File: src/rtl/spi_iccm_pkg.sv
// -----------------------------------------------------------------------------
// spi_iccm_pkg
// Shared definitions for the SPI ICCM image loader (transmit side).
//   END_WORD        : end-of-program marker, identical on the receiver side
//   SCK_CNT_W       : width of the SCK half-period down-counter
//   loader_state_e  : loader FSM state encoding
//   byte_swap()     : word byte reversal applied before shifting
// -----------------------------------------------------------------------------
package spi_iccm_pkg;

  localparam logic [31:0] END_WORD  = 32'h7F87_8000;
  localparam int          SCK_CNT_W = 8;

  typedef enum logic [2:0] {
    IDLE,
    SETUP,
    FETCH,
    SHIFT,
    ENDW,
    ACK,
    DONE
  } loader_state_e;

  // The receiver reverses the bytes again, so the ICCM sees the original word.
  function automatic logic [31:0] byte_swap(input logic [31:0] w);
    return {w[7:0], w[15:8], w[23:16], w[31:24]};
  endfunction

endpackage

File: src/rtl/spi_sck_gen.sv
// -----------------------------------------------------------------------------
// spi_sck_gen
// SCK divider. While en is low the generator is parked at the start of a low
// phase. Once enabled it runs low for CLK_DIV cycles, then (if pulse_ok) high
// for CLK_DIV cycles, and repeats. With pulse_ok low it keeps timing low
// phases without rising, which the loader uses for the CSB setup delay and to
// stop after the last pulse.
// Ports:
//   clk_i, rst_i  : clock, async active-high reset
//   en            : run the divider
//   pulse_ok      : allow a rising edge at the end of the current low phase
//   sck           : registered SPI clock, idles low
//   rise_stb      : this cycle's edge makes sck rise
//   fall_stb      : this cycle's edge makes sck fall
//   low_end_stb   : this is the last cycle of a low phase
// -----------------------------------------------------------------------------
module spi_sck_gen
  import spi_iccm_pkg::*;
#(
  parameter int CLK_DIV = 4
) (
  input  logic clk_i,
  input  logic rst_i,
  input  logic en,
  input  logic pulse_ok,
  output logic sck,
  output logic rise_stb,
  output logic fall_stb,
  output logic low_end_stb
);

  localparam logic [SCK_CNT_W-1:0] DIV_M1 = SCK_CNT_W'(CLK_DIV - 1);

  logic [SCK_CNT_W-1:0] div_cnt;
  logic                 div_tc;

  assign div_tc      = (div_cnt == '0);
  assign fall_stb    = en &&  sck && div_tc;
  assign low_end_stb = en && !sck && div_tc;
  assign rise_stb    = low_end_stb && pulse_ok;

  always_ff @(posedge clk_i or posedge rst_i) begin
    if (rst_i) begin
      sck     <= 1'b0;
      div_cnt <= DIV_M1;
    end else if (!en) begin
      sck     <= 1'b0;
      div_cnt <= DIV_M1;
    end else if (!div_tc) begin
      div_cnt <= div_cnt - 1'b1;
    end else begin
      div_cnt <= DIV_M1;
      if (sck) begin
        sck <= 1'b0;
      end else if (pulse_ok) begin
        sck <= 1'b1;
      end
    end
  end

endmodule

File: src/rtl/spi_iccm_loader_tx.sv
// -----------------------------------------------------------------------------
// spi_iccm_loader_tx
// SPI master that streams num_words words from a local memory to a remote ICCM
// boot receiver (byte-swapped, MSB first), sends END_WORD raw, then clocks
// ACK_CLKS extra pulses and polls sdi_i for the "program received" flag.
//
// state | meaning
// IDLE  | waiting for start_i
// SETUP | csb low, sck low for CLK_DIV cycles before the first pulse
// FETCH | rreq pulse issued, waiting for rvalid_i (sck held low)
// SHIFT | 32 pulses of the current image word
// ENDW  | 32 pulses of END_WORD
// ACK   | ACK_CLKS pulses, sdi_i sampled at the end of each following low phase
// DONE  | csb high, done pulse, back to IDLE
//
// Ports:
//   clk_i, rst_i            : clock, async active-high reset
//   start_i, num_words_i    : start pulse and word count (captured on start)
//   raddr_o, rreq_o         : source memory read address / request pulse
//   rdata_i, rvalid_i       : source memory read data / valid
//   sck_o, csb_o, sdo_o     : SPI clock, chip select (active-low), data out
//   sdi_i                   : receiver status, 1 = end word seen
//   busy_o, done_o, ack_o   : transfer active, completion pulse, sticky ack
// -----------------------------------------------------------------------------
module spi_iccm_loader_tx
  import spi_iccm_pkg::*;
#(
  parameter int ADDR_WIDTH = 13,
  parameter int CLK_DIV    = 4,
  parameter int ACK_CLKS   = 2
) (
  input  logic                  clk_i,
  input  logic                  rst_i,
  input  logic                  start_i,
  input  logic [ADDR_WIDTH:0]   num_words_i,
  output logic [ADDR_WIDTH-1:0] raddr_o,
  output logic                  rreq_o,
  input  logic [31:0]           rdata_i,
  input  logic                  rvalid_i,
  output logic                  sck_o,
  output logic                  csb_o,
  output logic                  sdo_o,
  input  logic                  sdi_i,
  output logic                  busy_o,
  output logic                  done_o,
  output logic                  ack_o
);

  localparam logic [ADDR_WIDTH:0]   REM_ONE  = (ADDR_WIDTH+1)'(1);
  localparam logic [ADDR_WIDTH-1:0] ADDR_ONE = ADDR_WIDTH'(1);
  localparam logic [3:0]            ACK_N    = 4'(ACK_CLKS);

  loader_state_e       state;
  logic [ADDR_WIDTH:0] remaining;
  logic [31:0]         shreg;
  logic [4:0]          bit_cnt;
  logic [3:0]          ack_left;
  logic                ack_pending;
  logic                req_pending;
  logic [31:0]         rdata_swapped;

  logic sck_en;
  logic sck_pulse_ok;
  logic sck_rise;
  logic sck_fall;
  logic sck_low_end;

  assign rdata_swapped = byte_swap(rdata_i);

  always_comb begin
    sck_en       = 1'b0;
    sck_pulse_ok = 1'b0;
    case (state)
      SETUP: sck_en = 1'b1;
      SHIFT, ENDW: begin
        sck_en       = 1'b1;
        sck_pulse_ok = 1'b1;
      end
      ACK: begin
        sck_en       = 1'b1;
        sck_pulse_ok = (ack_left != '0);
      end
      default: ;
    endcase
  end

  spi_sck_gen #(
    .CLK_DIV (CLK_DIV)
  ) u_sck_gen (
    .clk_i       (clk_i),
    .rst_i       (rst_i),
    .en          (sck_en),
    .pulse_ok    (sck_pulse_ok),
    .sck         (sck_o),
    .rise_stb    (sck_rise),
    .fall_stb    (sck_fall),
    .low_end_stb (sck_low_end)
  );

  always_ff @(posedge clk_i or posedge rst_i) begin
    if (rst_i) begin
      state       <= IDLE;
      remaining   <= '0;
      shreg       <= '0;
      bit_cnt     <= '0;
      ack_left    <= '0;
      ack_pending <= 1'b0;
      req_pending <= 1'b0;
      raddr_o     <= '0;
      rreq_o      <= 1'b0;
      csb_o       <= 1'b1;
      sdo_o       <= 1'b0;
      busy_o      <= 1'b0;
      done_o      <= 1'b0;
      ack_o       <= 1'b0;
    end else begin
      rreq_o <= 1'b0;
      done_o <= 1'b0;

      case (state)
        IDLE: ;

        SETUP: begin
          if (sck_low_end) begin
            if (remaining != '0) begin
              state       <= FETCH;
              rreq_o      <= 1'b1;
              req_pending <= 1'b1;
            end else begin
              state   <= ENDW;
              shreg   <= END_WORD;
              sdo_o   <= END_WORD[31];
              bit_cnt <= 5'd31;
            end
          end
        end

        FETCH: begin
          // rreq_o is still high in the first FETCH cycle, so a valid seen
          // there cannot belong to this request.
          if (req_pending && !rreq_o && rvalid_i) begin
            req_pending <= 1'b0;
            shreg       <= rdata_swapped;
            sdo_o       <= rdata_swapped[31];
            bit_cnt     <= 5'd31;
            state       <= SHIFT;
          end
        end

        SHIFT: begin
          if (sck_fall) begin
            if (bit_cnt != '0) begin
              sdo_o   <= shreg[30];
              shreg   <= {shreg[30:0], 1'b0};
              bit_cnt <= bit_cnt - 1'b1;
            end else begin
              raddr_o   <= raddr_o + ADDR_ONE;
              remaining <= remaining - REM_ONE;
              if (remaining == REM_ONE) begin
                state   <= ENDW;
                shreg   <= END_WORD;
                sdo_o   <= END_WORD[31];
                bit_cnt <= 5'd31;
              end else begin
                state       <= FETCH;
                sdo_o       <= 1'b0;
                rreq_o      <= 1'b1;
                req_pending <= 1'b1;
              end
            end
          end
        end

        ENDW: begin
          if (sck_fall) begin
            if (bit_cnt != '0) begin
              sdo_o   <= shreg[30];
              shreg   <= {shreg[30:0], 1'b0};
              bit_cnt <= bit_cnt - 1'b1;
            end else begin
              state       <= ACK;
              sdo_o       <= 1'b0;
              ack_left    <= ACK_N;
              ack_pending <= 1'b0;
            end
          end
        end

        ACK: begin
          // A low_end that also rises closes the previous pulse's sample
          // window and opens the next one; the later assignment wins.
          if (sck_low_end && ack_pending) begin
            ack_pending <= 1'b0;
            if (sdi_i) begin
              ack_o <= 1'b1;
            end
            if (ack_left == '0) begin
              state  <= DONE;
              csb_o  <= 1'b1;
              busy_o <= 1'b0;
              done_o <= 1'b1;
            end
          end
          if (sck_rise) begin
            ack_left    <= ack_left - 1'b1;
            ack_pending <= 1'b1;
          end
        end

        DONE: state <= IDLE;

        default: state <= IDLE;
      endcase

      // busy_o is already low in DONE, so a start there is accepted too.
      if ((state == IDLE || state == DONE) && start_i) begin
        state       <= SETUP;
        remaining   <= num_words_i;
        raddr_o     <= '0;
        ack_o       <= 1'b0;
        busy_o      <= 1'b1;
        csb_o       <= 1'b0;
        sdo_o       <= 1'b0;
        req_pending <= 1'b0;
      end
    end
  end

endmodule
File: config.mk
export PLATFORM = sky130hd
export DESIGN_NAME = spi_iccm_loader_tx
export DESIGN_NICKNAME = d
export VERILOG_FILES = /design/src/rtl/spi_iccm_pkg.sv /design/src/rtl/spi_sck_gen.sv /design/src/rtl/spi_iccm_loader_tx.sv
export SDC_FILE = /design/constraint.sdc
export NUM_CORES = 1
export LEC_CHECK = 0
export BUFFER_PORTS_ARGS = -buffer_cell sky130_fd_sc_hd__buf_2
export CAP_MARGIN = 20
export CORE_MARGIN = 3
export CORE_UTILIZATION = 58
export DETAILED_ROUTE_END_ITERATION = 16
export GPL_TIMING_DRIVEN = 0
export PLACE_DENSITY_LB_ADDON = 0.1
export SKIP_CTS_REPAIR_TIMING = 1
export SYNTH_ARGS = -nofsm -noshare
export SYNTH_HDL_FRONTEND = slang
export SYNTH_SLANG_ARGS = --single-unit
File: constraint.sdc
create_clock -name clk_i -period 3.5 [get_ports clk_i]
set_clock_uncertainty 0.2 [all_clocks]
set_input_delay 0.35 -clock clk_i [delete_from_list [all_inputs] [get_ports clk_i]]
set_output_delay 0.35 -clock clk_i [all_outputs]
set_load 0.05 [all_outputs]
Yosys cells after proc, flatten, opt, wreduce, memory -nomap -nowiden
Index checks and enable logic that the tools add are counted. W data, S select, Z words.

Bits in registers: 87. Bits of input ports: 51. Word-level logic and storage cells: 183.

Add/sub/neg operators: 5. Equal/unequal tests: 32. Multiplexer cells: 91. Reduce and logical (&&, ||, !) cells: 39.

Operator list (number): $mux W31 (8); $pmux W31 S4 (1); $mux W14 (4); $mux W13 (4); $mux W1 (42); $mux W5 (8); $ne A3 B3 Y1 const B (13); $mux W3 (11); $pmux W5 S4 (1); $ne A2 B2 Y1 const B (9); $pmux W3 S6 (1); $mux W8 (2); $reduce_bool A4 Y1 (4); $eq A14 B1 Y1 const B (1); $reduce_bool A14 Y1 (1); $reduce_bool A2 Y1 (7); $sub A14 B1 Y14 const B (1); $add A13 B1 Y13 const B (1); $mux W4 (3); $eq A3 B3 Y1 const B (3); $logic_and A1 B1 Y1 (9); $reduce_and A3 Y1 (3); $reduce_and A9 Y1 (1); $logic_not A8 Y1 (1); 21 further kinds (28).

Longest topological paths before layout
Gate-level depths: netlist of the first run.

Depth in word-level cells: 9. Mapped depth: 10. Mapped depth without buffers: 7.

Cells and area by module
Synthesis of the first run repeated with hierarchy kept, for this count alone.

Cells, all modules: 537. Area total of the unflattened synthesis: 5186.2 sq um.

By module, submodules not included: spi_iccm_loader_tx (instances 1, cells each 485, area each 4669.5 sq um, seq. area each 1953.1 sq um); spi_sck_gen (instances 1, cells each 52, area each 516.7 sq um, seq. area each 227.7 sq um).

Worst setup path after synthesis of the first run
OpenSTA, ideal clock, no wires.

Path type: register to register. Start point: register u_sck_gen.div_cnt[0]. End point: register shreg[1]. Library setup time: 0.125 ns. Data arrival time: 2.555 ns. Data required time: 3.175 ns. Setup slack: 0.620 ns. Stages on the path, launching flop included: 10. Path buffers: 2. Cells stage by stage: dfstp_2 inv_1 ha_1 nor4b_1 nand2_1 o31ai_1 and3_1 buf_6 buf_8 mux2_4.

Longest elaborated chain between the ends: 4. Elaborated cells between the ends (all ways): 7. Classes of those cells: eq/ne (3); reduce/logical (4).

RTL lines: start, declared (line spi_sck_gen.sv:34) `logic [SCK_CNT_W-1:0] div_cnt;`; start signal, assigned (line spi_sck_gen.sv:50) `div_cnt <= div_cnt - 1'b1;`; $logic_not A8 Y1 * (line spi_sck_gen.sv:37) `assign div_tc = (div_cnt == '0);`; $logic_and A1 B1 Y1, on equally long branches (line spi_sck_gen.sv:39, spi_sck_gen.sv:38); $ne A2 B2 Y1 (no line); $reduce_and A8 Y1 (no line) *; end signal, assigned (line spi_iccm_loader_tx.sv:143) `shreg <= rdata_swapped;`; end signal, assigned (line spi_iccm_loader_tx.sv:154) `shreg <= {shreg[30:0], 1'b0};`; end signal, assigned (line spi_iccm_loader_tx.sv:178) `shreg <= {shreg[30:0], 1'b0};`; end, declared (line spi_iccm_loader_tx.sv:55) `logic [31:0] shreg;`.

Mark *: on every way between the ends. The rest lies on a longest branch, timed or not. A chain may end at the register's enable or synchronous reset.

Worst setup path in the final report of the first run
Start point: register bit_cnt[0]. End point: register remaining[0].

Longest elaborated chain between the ends: 3.

RTL lines: start, declared (line spi_iccm_loader_tx.sv:56) `logic [4:0] bit_cnt;`; start signal, assigned (line spi_iccm_loader_tx.sv:155) `bit_cnt <= bit_cnt - 1'b1;`; start signal, assigned (line spi_iccm_loader_tx.sv:179) `bit_cnt <= bit_cnt - 1'b1;`; $reduce_bool A5 Y1 (line spi_iccm_loader_tx.sv:152) `if (bit_cnt != '0) begin`; $ne A2 B1 Y1 (no line); $reduce_and A3 Y1 (no line); end signal, assigned (line spi_iccm_loader_tx.sv:158) `remaining <= remaining - REM_ONE;`; end signal, assigned (line spi_iccm_loader_tx.sv:218) `remaining <= num_words_i;`; end, declared (line spi_iccm_loader_tx.sv:54) `logic [ADDR_WIDTH:0] remaining;`.

Every way passes these cells.

==> results of run 1 <==
worst max-delay path by stage:
| stage | to | startpoint | slack, ns |
|---|---|---|---|
| floorplan | shreg[1] | u_sck_gen.div_cnt[0] | 0.62 |
| global placement | remaining[2] | rst_i | -0.39 |
| detailed placement | shreg[1] | u_sck_gen.div_cnt[0] | -0.006 |
| CTS | shreg[2] | u_sck_gen.div_cnt[0] | -0.05 |
| global route | remaining[9] | bit_cnt[0] | 0.12 |
| finish | remaining[0] | bit_cnt[0] | 0.31 |
worst reg2reg max path, stage by stage (launching register included):
cell and delay, ns:
dfrtp_1 0.39, inv_1 0.11, ha_1 0.24, nor4b_2 0.79, nand4_1 0.31, clkbuf_1 0.36
nor2_1 0.42, xnor2_1 0.17, o21ai_0 0.09
through the flow:
stage,instance area (µm²),setup TNS [ns],util [%],total power (W),setup WS [ns]
after floorplan,4964,0,-,0.002715,0.6201
after global placement,5445,-32.00,65.94,0.003008,-0.3857
after detailed placement,5475,-0.02029,66.30,0.003091,-0.006249
after CTS,5667,-0.3159,68.62,0.003793,-0.05056
after global routing,5688,0,68.88,0.004052,0.1232
final,5688,0,68.88,0.003803,0.3082
report_power, final:
part / internal, W / switching, W / leakage (nW)
clock: 0.000350 / 0.000356 / 0.0936
sequential: 0.00129 / 0.000193 / 0.982
combinational: 0.000692 / 0.000926 / 1.36
routing by layer:
layer | wire, µm | part of all wire [%]
met1 | 5456 | 46
met2 | 5557 | 47
met3 | 734 | 6.2
met4 | 179 | 1.5
met5 | 0 | 0
cell type report:
class,count,share of cell area (%)
plain buffers,29,2.684
clock buffers,13,2.618
clock inverters,3,0.7479
inverters,32,2.156
multi-input cells,372,44.32
flip-flops and latches,87,38.34
well taps,105,2.310
repair buffers,72,6.819
flip-flops by register name (all words and copies together), names as in the netlist, 3 cells and up:
signal and flops:
remaining 14, raddr_o 13, state 3, ack_left 4
u_sck_gen.div_cnt 8, shreg 31, bit_cnt 5
placed cells by master (no fill, tap or decap), types with 4 or more instances in the layout:
cell type | netlist | final
o21ai_0 | 27 | 27
nand2_1 | 37 | 37
nand4_1 | 13 | 13
nor2_1 | 47 | 47
nand3_1 | 10 | 10
o22ai_1 | 13 | 13
clkbuf_1 | 20 | 23
dfrtp_1 | 84 | 84
ha_1 | 10 | 10
xnor2_1 | 17 | 17
clkbuf_8 | 0 | 10
a22o_1 | 16 | 16
nor3_1 | 16 | 16
or3_1 | 7 | 7
mux2i_1 | 16 | 16
a31oi_1 | 18 | 18
buf_1 | 4 | 4
nor3b_1 | 6 | 6
mux2_2 | 16 | 16
inv_1 | 32 | 31
buf_2 | 1 | 71
a21oi_1 | 18 | 18
nand2b_1 | 5 | 5
nor4_1 | 11 | 11
xor2_1 | 11 | 11
cell families after synthesis:
family                     count (synthesis)  synth area share, %
AOI/OAI and AO/OA                        119                16.03
xor gates and xnor gates                  28                4.941
adders and majority gates                 10                2.521
buffers and inverters                     61                5.495
DFF                                       87                43.94
muxes                                     35                7.688
and+or+nand+nor                          180                19.39
==> flow_metrics.env, run 1 <==
export IMPL_cts_tree="done"
export IMPL_hp_class="primary input to register"
export IMPL_syn_nets=581
export IMPL_gp_congestion=0.8829
export IMPL_slowest_delay_ns=0.79
export IMPL_num_vias=4339
export IMPL_grt_overflow_total=0
export IMPL_cts_root_buf="clkbuf_8"
export IMPL_dieArea_mm2=0.009704
export IMPL_holdPathStages=3
export IMPL_grt_pass1_wl_mm=20.56
export IMPL_area_growth_pct=14.60
export IMPL_drc_errors=0
export IMPL_cp_top_family="simple AND/OR/NAND/NOR gates"
export IMPL_yosysMostFrequentCell="dfrtp_1"
export IMPL_placed_cells=696
export IMPL_required_ns=3.52
export IMPL_ys_ff_latch=87
export IMPL_seq_area_mm2=0.002181
export IMPL_post_route_min_period_ns=3.192
export IMPL_dp_hpwl_mm=8.431
export IMPL_power_ir_vdd_worst_v=0.0003188
export IMPL_p_leak_nw=2.435
export IMPL_yosys_top_cells_count="84 x dfrtp_1, 47 x nor2_1, 37 x nand2_1"
export IMPL_status="finished, final reports clean"
export IMPL_rr_startpoint="bit_cnt[0]"
export IMPL_grt_max_degree=54
export IMPL_grt_total_usage_pct=25.53
export IMPL_max_cap_violations=0
export IMPL_drive_gt1_share_pct=20.56
export IMPL_synth_area_leader_cell="dfrtp_1"
export IMPL_worstMarginPinSlew_ns=0.9410
export IMPL_drv_slew=0
export IMPL_ios=71
export IMPL_die_y_um=98.51
export IMPL_cp_max_fo=10
export IMPL_hold_violations=0
export IMPL_grtUsageMet1_pct=36.09
export IMPL_first_pass_iters=5
export IMPL_rrSetupSlack_ns=0.31
export IMPL_use_met3_pct=4.812
export IMPL_yosys_warnings=0
export IMPL_syn_avg_cell_area_um2=9.545
export IMPL_synth_area_mm2=0.004964
export IMPL_clock_sinks=87
export IMPL_setup_viol=0
export IMPL_first_iter_violations=238
export IMPL_relSlewSlack_pct=37.10
export IMPL_rsz0062_at_grt="false"
export IMPL_grt_antenna_before_repair=0
export IMPL_multi_input_comb_area_mm2=0.002521
export IMPL_start_util_pct=60.11
export IMPL_first_global_vias=4361
export IMPL_ys_types=65
export IMPL_worst_hold_path_endpoint="remaining[7]"
export IMPL_synth_cells=520
export IMPL_cp_arrival_ns=3.21
export IMPL_ys_seq_area_share_pct=43.94
export IMPL_busiest_layer="met2"
export IMPL_die_w_um=98.51
export IMPL_wl_per_cell_um=16.73
export IMPL_clk_path_buf_depth=2
export IMPL_fmax_ghz=0.3133
export IMPL_num_rows=33
export IMPL_grt_util_met2_pct=40.35
export IMPL_min_from="num_words_i[7]"
export IMPL_hold_ws_ns=0.00006484
export IMPL_netlist_area_leader_share_pct=42.35
export IMPL_core_mm2=0.008258
export IMPL_ys_flop_type="dfrtp_1"
export IMPL_startpoint_type="register"
export IMPL_final_nets=664
export IMPL_synthTopCellsByArea="dfrtp_1 42%, mux2_2 3.6%, nor2_1 3.6%"
export IMPL_cts_buffers=9
export IMPL_ys_async_sr_fraction_pct=100.0
export IMPL_num_fill_cells=682
export IMPL_path_class="register to register"
export IMPL_powerDensity_mw_per_mm2=668.7
export IMPL_htree_levels=3
export IMPL_clock_latency_ns=0.36
export IMPL_viasPerCell=6.086
export IMPL_fin_crit_sh_pct=91.19
export IMPL_slowest_stage="nor4b_2"
export IMPL_cp_depth=8
export IMPL_path_cells="inv_1 -> ha_1 -> nor4b_2 -> nand4_1 -> clkbuf_1 -> nor2_1 -> xnor2_1 -> o21ai_0"
export IMPL_fin_cells=713
export IMPL_clk_pin_slew_ns=0.08
export IMPL_synth_edf_count=0
export IMPL_finalWirelength_mm=11.93
export IMPL_ant_nets=0
export IMPL_r2r_cells=8
export IMPL_critPathCaptureType="register"
export IMPL_r2r_end="remaining[0]"
export IMPL_num_antenna_cells=0
export IMPL_timing_critical_path_buf_inv=2
export IMPL_port_buffer_count=70
Note: power is estimated with default switching activity, not from simulation.
==> run 2, diff against run 1 <==
--- a/config.mk
+++ b/config.mk
@@ -10,6 +10,7 @@
 export CORE_MARGIN = 3
 export CORE_UTILIZATION = 58
 export DETAILED_ROUTE_END_ITERATION = 16
+export GPL_ROUTABILITY_DRIVEN = 0
 export GPL_TIMING_DRIVEN = 0
 export PLACE_DENSITY_LB_ADDON = 0.1
 export SKIP_CTS_REPAIR_TIMING = 1
==> constraint.sdc (replaced) <==
create_clock -name clk_i -period 3.3 [get_ports clk_i]
set_clock_uncertainty 0.2 [all_clocks]
set_input_delay 0.33 -clock clk_i [delete_from_list [all_inputs] [get_ports clk_i]]
set_output_delay 0.33 -clock clk_i [all_outputs]
set_load 0.05 [all_outputs]
==> flow_metrics.env, run 2 (same netlist as run 1, synthesis figures left out) <==
export IMPL_status="finished, violations left"
export IMPL_violations="hold timing"
export IMPL_clock_latency_ns=0.36
export IMPL_hold_violations=5
export IMPL_first_iter_violations=245
export IMPL_cts_tree="done"
export IMPL_p_leak_nw=2.460
export IMPL_p_seq_share_pct=38.8
export IMPL_num_vias=4337
export IMPL_area_growth_pct=15.88
export IMPL_htree_levels=3
export IMPL_clock_sinks=87
export IMPL_switchingPower_w=0.001578
export IMPL_relSlewSlack_pct=47.16
export IMPL_grt_antenna_before_repair=0
export IMPL_grt_total_usage_pct=25.53
export IMPL_grt_pass1_wl_mm=20.56
export IMPL_cp_depth=8
export IMPL_swShare_pct=38.90
export IMPL_powerDensity_mw_per_mm2=705.1
export IMPL_fmax_ghz=0.3200
export IMPL_final_cell_mix="84 x dfrtp_1, 71 x buf_2, 47 x nor2_1"
export IMPL_setup_tns_ns=0
export IMPL_regMostFlops="shreg"
export IMPL_num_fill_cells=672
export IMPL_power_ir_vdd_worst_v=0.0003350
export IMPL_wl_per_cell_um=16.82
export IMPL_ant_nets=0
export IMPL_first_pass_iters=6
export IMPL_final_common_cell="dfrtp_1"
export IMPL_startpoint="remaining[2]"
export IMPL_largest_reg_flops=31
export IMPL_r2r_cells=8
export IMPL_path_class="register to register"
export IMPL_clkPwrFrac_pct=18.4
export IMPL_cts_root_buf="clkbuf_8"
export IMPL_slowest_stage="or4_1"
export IMPL_p_int_w=0.002478
export IMPL_critPathCaptureType="register"
export IMPL_power_total_w=0.004055
export IMPL_fin_crit_sh_pct=94.70
export IMPL_startpoint_type="register"
export IMPL_seq_area_mm2=0.002181
export IMPL_cp_max_fo=10
export IMPL_grt_overflow_total=0
export IMPL_drv_slew=0
export IMPL_post_route_min_period_ns=3.125
export IMPL_die_y_um=98.51
export IMPL_core_mm2=0.008258
export IMPL_cts_buffers=9
export IMPL_num_antenna_cells=0
export IMPL_slowest_delay_ns=0.52
export IMPL_min_from="num_words_i[7]"
export IMPL_required_ns=3.34
export IMPL_cp_arrival_ns=3.16
export IMPL_rr_startpoint="remaining[2]"
export IMPL_combPwrFrac_pct=42.7
export IMPL_rsz0062_at_grt="false"
export IMPL_final_nets=669
export IMPL_port_buffer_count=70
export IMPL_multi_input_comb_area_mm2=0.002535
export IMPL_cp_top_family="simple AND/OR/NAND/NOR gates"
export IMPL_max_cap_violations=0
export IMPL_viasPerCell=6.040
export IMPL_die_w_um=98.51
export IMPL_dp_hpwl_mm=8.431
export IMPL_dieArea_mm2=0.009704
export IMPL_drc_errors=0
export IMPL_hold_ws_ns=-0.02063
export IMPL_timing_critical_path_buf_inv=3
export IMPL_first_global_vias=4361
export IMPL_clk_path_buf_depth=2
export IMPL_hp_class="primary input to register"
export IMPL_num_rows=33
export IMPL_top_regs="shreg (31), remaining (14), raddr_o (13)"
export IMPL_drive_gt1_share_pct=20.55
export IMPL_setup_viol=0
export IMPL_ios=71
export IMPL_holdPathStages=3
export IMPL_grt_max_degree=54
export IMPL_finalWirelength_mm=12.07
export IMPL_start_util_pct=60.11
export IMPL_path_cells="or4_1 -> buf_2 -> or3_4 -> o311ai_4 -> and3_1 -> buf_6 -> buf_8 -> mux2_4"
export IMPL_worstMarginPinSlew_ns=0.7909
export IMPL_clk_pin_slew_ns=0.09
## run 2: final timing paths
check / endpoint / slack, ns
worst max-delay path: shreg[2] / 0.17
worst min-delay path: remaining[7] / -0.02
worst max register to register: shreg[2] / 0.17
worst min register to register: csb_o / 0.26
max in group asynchronous: remaining[8] / 1.93
min in group asynchronous: u_sck_gen.sck / 0.34
## run 2: worst min-delay path: stages
cell	delay, ns
buf_2	0.07
nand2_1	0.03
o21ai_0	0.05
## run 2: through the flow
stage | hold slack [ns] | utilization [%] | area (µm²) | setup slack, ns | std cells
after floorplan | 0.2466 | - | 4964 | 0.4201 | 520
after global placement | 0.2465 | 65.94 | 5445 | -0.5657 | 695
after detailed placement | 0.1853 | 66.30 | 5475 | -0.2062 | 696
after CTS | -0.1889 | 68.62 | 5667 | -0.2506 | 712
after global routing | 0.001292 | 69.65 | 5752 | 0.04562 | 718
final | -0.02063 | 69.65 | 5752 | 0.1748 | 718
## run 2: power by group through the flow
stage                     sequential (W)  combinational [W]  clock, W
after global placement           0.00157            0.00162         0
after CTS                        0.00156            0.00171  0.000753
after detailed placement         0.00158            0.00169         0
final                            0.00158            0.00173  0.000746
after global routing             0.00161            0.00191  0.000802
after floorplan                  0.00166            0.00122         0
## run 2: area by class of cell
class / instances / area share [%]
multi-input combinational: 372 / 44.07
timing repair buffer: 77 / 7.614
inverter: 32 / 2.132
tap: 105 / 2.284
sequential: 87 / 37.92
clock inverter: 3 / 0.7396
buffer: 29 / 2.654
clock buffer: 13 / 2.589
## run 2: layer usage
metal | track usage (%) | vias up | share of wire (%)
met3 | 4.812 | 15 | 5.6
li1 | - | 2061 | -
met4 | 7.563 | 0 | 1.4
met2 | 40.35 | 150 | 47
met5 | 0 | - | 0
met1 | 36.09 | 2111 | 46
==> run 3, diff against run 2 <==
--- a/config.mk
+++ b/config.mk
@@ -16,4 +16,5 @@
 export SKIP_CTS_REPAIR_TIMING = 1
 export SYNTH_ARGS = -nofsm -noshare
 export SYNTH_HDL_FRONTEND = slang
+export SYNTH_HIERARCHICAL = 1
 export SYNTH_SLANG_ARGS = --single-unit
==> constraint.sdc (replaced) <==
create_clock -name clk_i -period 3.3 [get_ports clk_i]
set_clock_uncertainty 0.2 [all_clocks]
set_input_delay 0.33 -clock clk_i [delete_from_list [all_inputs] [get_ports clk_i]]
set_output_delay 0.33 -clock clk_i [all_outputs]
set_load 0.1 [all_outputs]
==> flow_metrics.env, run 3 <==
export IMPL_violations="hold timing"
export IMPL_grt_max_degree=68
export IMPL_cts_tree="done"
export IMPL_synth_edf_count=0
export IMPL_ys_seq_area_share_pct=42.05
export IMPL_hp_class="primary input to register"
export IMPL_startpoint_type="register"
export IMPL_num_rows=33
export IMPL_grt_antenna_before_repair=0
export IMPL_ys_flop_type="dfrtp_1"
export IMPL_ios=71
export IMPL_path_class="register to register"
export IMPL_holdPathStages=3
export IMPL_worstMarginPinSlew_ns=0.7394
export IMPL_cts_root_buf="clkbuf_8"
export IMPL_cp_arrival_ns=3.11
export IMPL_status="finished, violations left"
export IMPL_syn_nets=597
export IMPL_utilization_pct=70.55
export IMPL_synthTopCellsByArea="dfrtp_1 41%, mux2_4 5.5%, nand2_1 4.8%"
export IMPL_ys_async_sr_fraction_pct=100.0
export IMPL_r2r_end="shreg[2]"
export IMPL_hold_violations=1
export IMPL_first_global_vias=4371
export IMPL_grt_pass1_wl_mm=21.11
export IMPL_rsz0062_at_grt="false"
export IMPL_final_nets=685
export IMPL_min_from="num_words_i[7]"
export IMPL_max_cap_violations=0
export IMPL_power_ir_vdd_worst_v=0.0002680
export IMPL_yosys_warnings=6
export IMPL_die_w_um=100.6
export IMPL_finalWirelength_mm=12.48
export IMPL_start_util_pct=61.27
export IMPL_num_fill_cells=661
export IMPL_startpoint="state[1]"
export IMPL_drc_errors=0
export IMPL_num_vias=4445
export IMPL_critPathCaptureType="register"
export IMPL_r2r_cells=14
export IMPL_regMostFlops="shreg"
export IMPL_wl_per_cell_um=16.98
export IMPL_port_buffer_count=70
export IMPL_clk_pin_slew_ns=0.09
export IMPL_grt_total_usage_pct=25.60
export IMPL_relSlewSlack_pct=50.01
export IMPL_ys_types=77
export IMPL_p_leak_nw=2.783
export IMPL_setup_viol=0
export IMPL_yosysMostFrequentCell="dfrtp_1"
export IMPL_grt_overflow_total=0
export IMPL_dieArea_mm2=0.01011
export IMPL_cp_max_fo=10
export IMPL_drv_slew=0
export IMPL_num_antenna_cells=0
export IMPL_netlist_area_leader_share_pct=40.53
export IMPL_synth_area_mm2=0.005186
export IMPL_htree_levels=3
export IMPL_top_regs="shreg (31), remaining (14), raddr_o (13)"
export IMPL_dp_hpwl_mm=8.831
export IMPL_required_ns=3.34
export IMPL_drive_gt1_share_pct=24.44
export IMPL_clock_sinks=87
export IMPL_yosys_top_cells_count="84 x dfrtp_1, 66 x nand2_1, 36 x nor2_1"
export IMPL_clk_path_buf_depth=2
export IMPL_first_pass_iters=6
export IMPL_clock_latency_ns=0.35
export IMPL_fmax_ghz=0.3249
export IMPL_core_mm2=0.008464
export IMPL_fin_crit_sh_pct=93.26
export IMPL_ys_ff_latch=87
export IMPL_synth_cells=537
export IMPL_cts_buffers=9
export IMPL_powerDensity_mw_per_mm2=734.1
export IMPL_hold_ws_ns=-0.01327
export IMPL_ant_nets=0
export IMPL_synth_area_leader_cell="dfrtp_1"
export IMPL_first_iter_violations=302
export IMPL_viasPerCell=6.048
export IMPL_post_route_min_period_ns=3.078
export IMPL_largest_reg_flops=31
export IMPL_rrSetupSlack_ns=0.22
export IMPL_syn_avg_cell_area_um2=9.658
export IMPL_final_cell_mix="84 x dfrtp_1, 82 x buf_2, 65 x nand2_1"
export IMPL_final_common_cell="dfrtp_1"
export IMPL_rr_startpoint="state[1]"
export IMPL_cp_endpoint="shreg[2]"
export IMPL_area_growth_pct=15.15
export IMPL_die_y_um=100.6
## run 3: worst min-delay path by stage
| stage | slack, ns | end |
|---|---|---|
| after CTS | -0.31 | shreg[2] |
| after detailed placement | 0.07 | shreg[2] |
| after floorplan | -0.04 | u_sck_gen/div_cnt[2] |
| final | -0.01 | remaining[7] |
| after global routing | 0.005 | remaining[7] |
| after global placement | 0.12 | u_sck_gen/div_cnt[5] |
## run 3: final cells by class
| type | count | area (µm²) | area share (%) |
|---|---|---|---|
| Timing Repair Buffer | 77 | 435.4 | 7.291 |
| Multi-Input combinational cell | 392 | 2731 | 45.74 |
| Sequential cell | 87 | 2181 | 36.52 |
| Buffer | 32 | 200.2 | 3.352 |
| Clock inverter | 4 | 47.55 | 0.7961 |
| Clock buffer | 12 | 145.1 | 2.430 |
| Inverter | 26 | 100.1 | 1.676 |
| Tap cell | 105 | 131.4 | 2.200 |
## run 3: cells by family after synthesis
| logic type | after synthesis | synth area share, % |
|---|---|---|
| muxes | 38 | 9.216 |
| and+or+nand+nor | 197 | 20.97 |
| AOI/OAI and AO/OA | 131 | 17.18 |
| buffers and inverters | 58 | 5.549 |
| DFF | 87 | 42.05 |
| xor gates and xnor gates | 17 | 2.871 |
| adders and majority gates | 9 | 2.171 |
## run 3: per-stage QoR
stage | cell area [µm²] | setup TNS [ns] | setup WS, ns | std cells | power [W]
3_5_place_dp | 5698 | -6.494 | -0.2748 | 713 | 0.003608
4_1_cts | 5891 | -6.733 | -0.2767 | 729 | 0.004362
5_1_grt | 5972 | 0 | 0.002123 | 735 | 0.004678
6_report | 5972 | 0 | 0.2225 | 735 | 0.004384
3_3_place_gp | 5668 | -20.68 | -0.2248 | 712 | 0.003528
2_1_floorplan | 5186 | 0 | 0.3045 | 537 | 0.003134
## run 3: layer usage
metal / routed length, µm / global-route usage (%) / share of wire [%]
met3: 663 / 4.083 / 5.3
met2: 5984 / 41.95 / 48
met1: 5699 / 35.40 / 46
met5: 0 / 0 / 0
met4: 136 / 7.150 / 1.1
## run 3: critical path: stages, from the launching register on
cell and delay, ns:
dfrtp_1 0.37, buf_2 0.17, nand2b_1 0.14, buf_2 0.18, buf_2 0.21, nand2_2 0.15, buf_4 0.18, nor3b_4 0.24
nand4bb_1 0.13, nand4_1 0.13, and2_1 0.16, buf_6 0.14, nand2_8 0.07, buf_12 0.17, mux2_4 0.30
## run 3: power breakdown
group | total, W | switching, W | internal (W)
combinational | 0.00199 | 0.00116 | 0.000830
sequential | 0.00166 | 0.000290 | 0.00136
clock | 0.000738 | 0.000369 | 0.000369
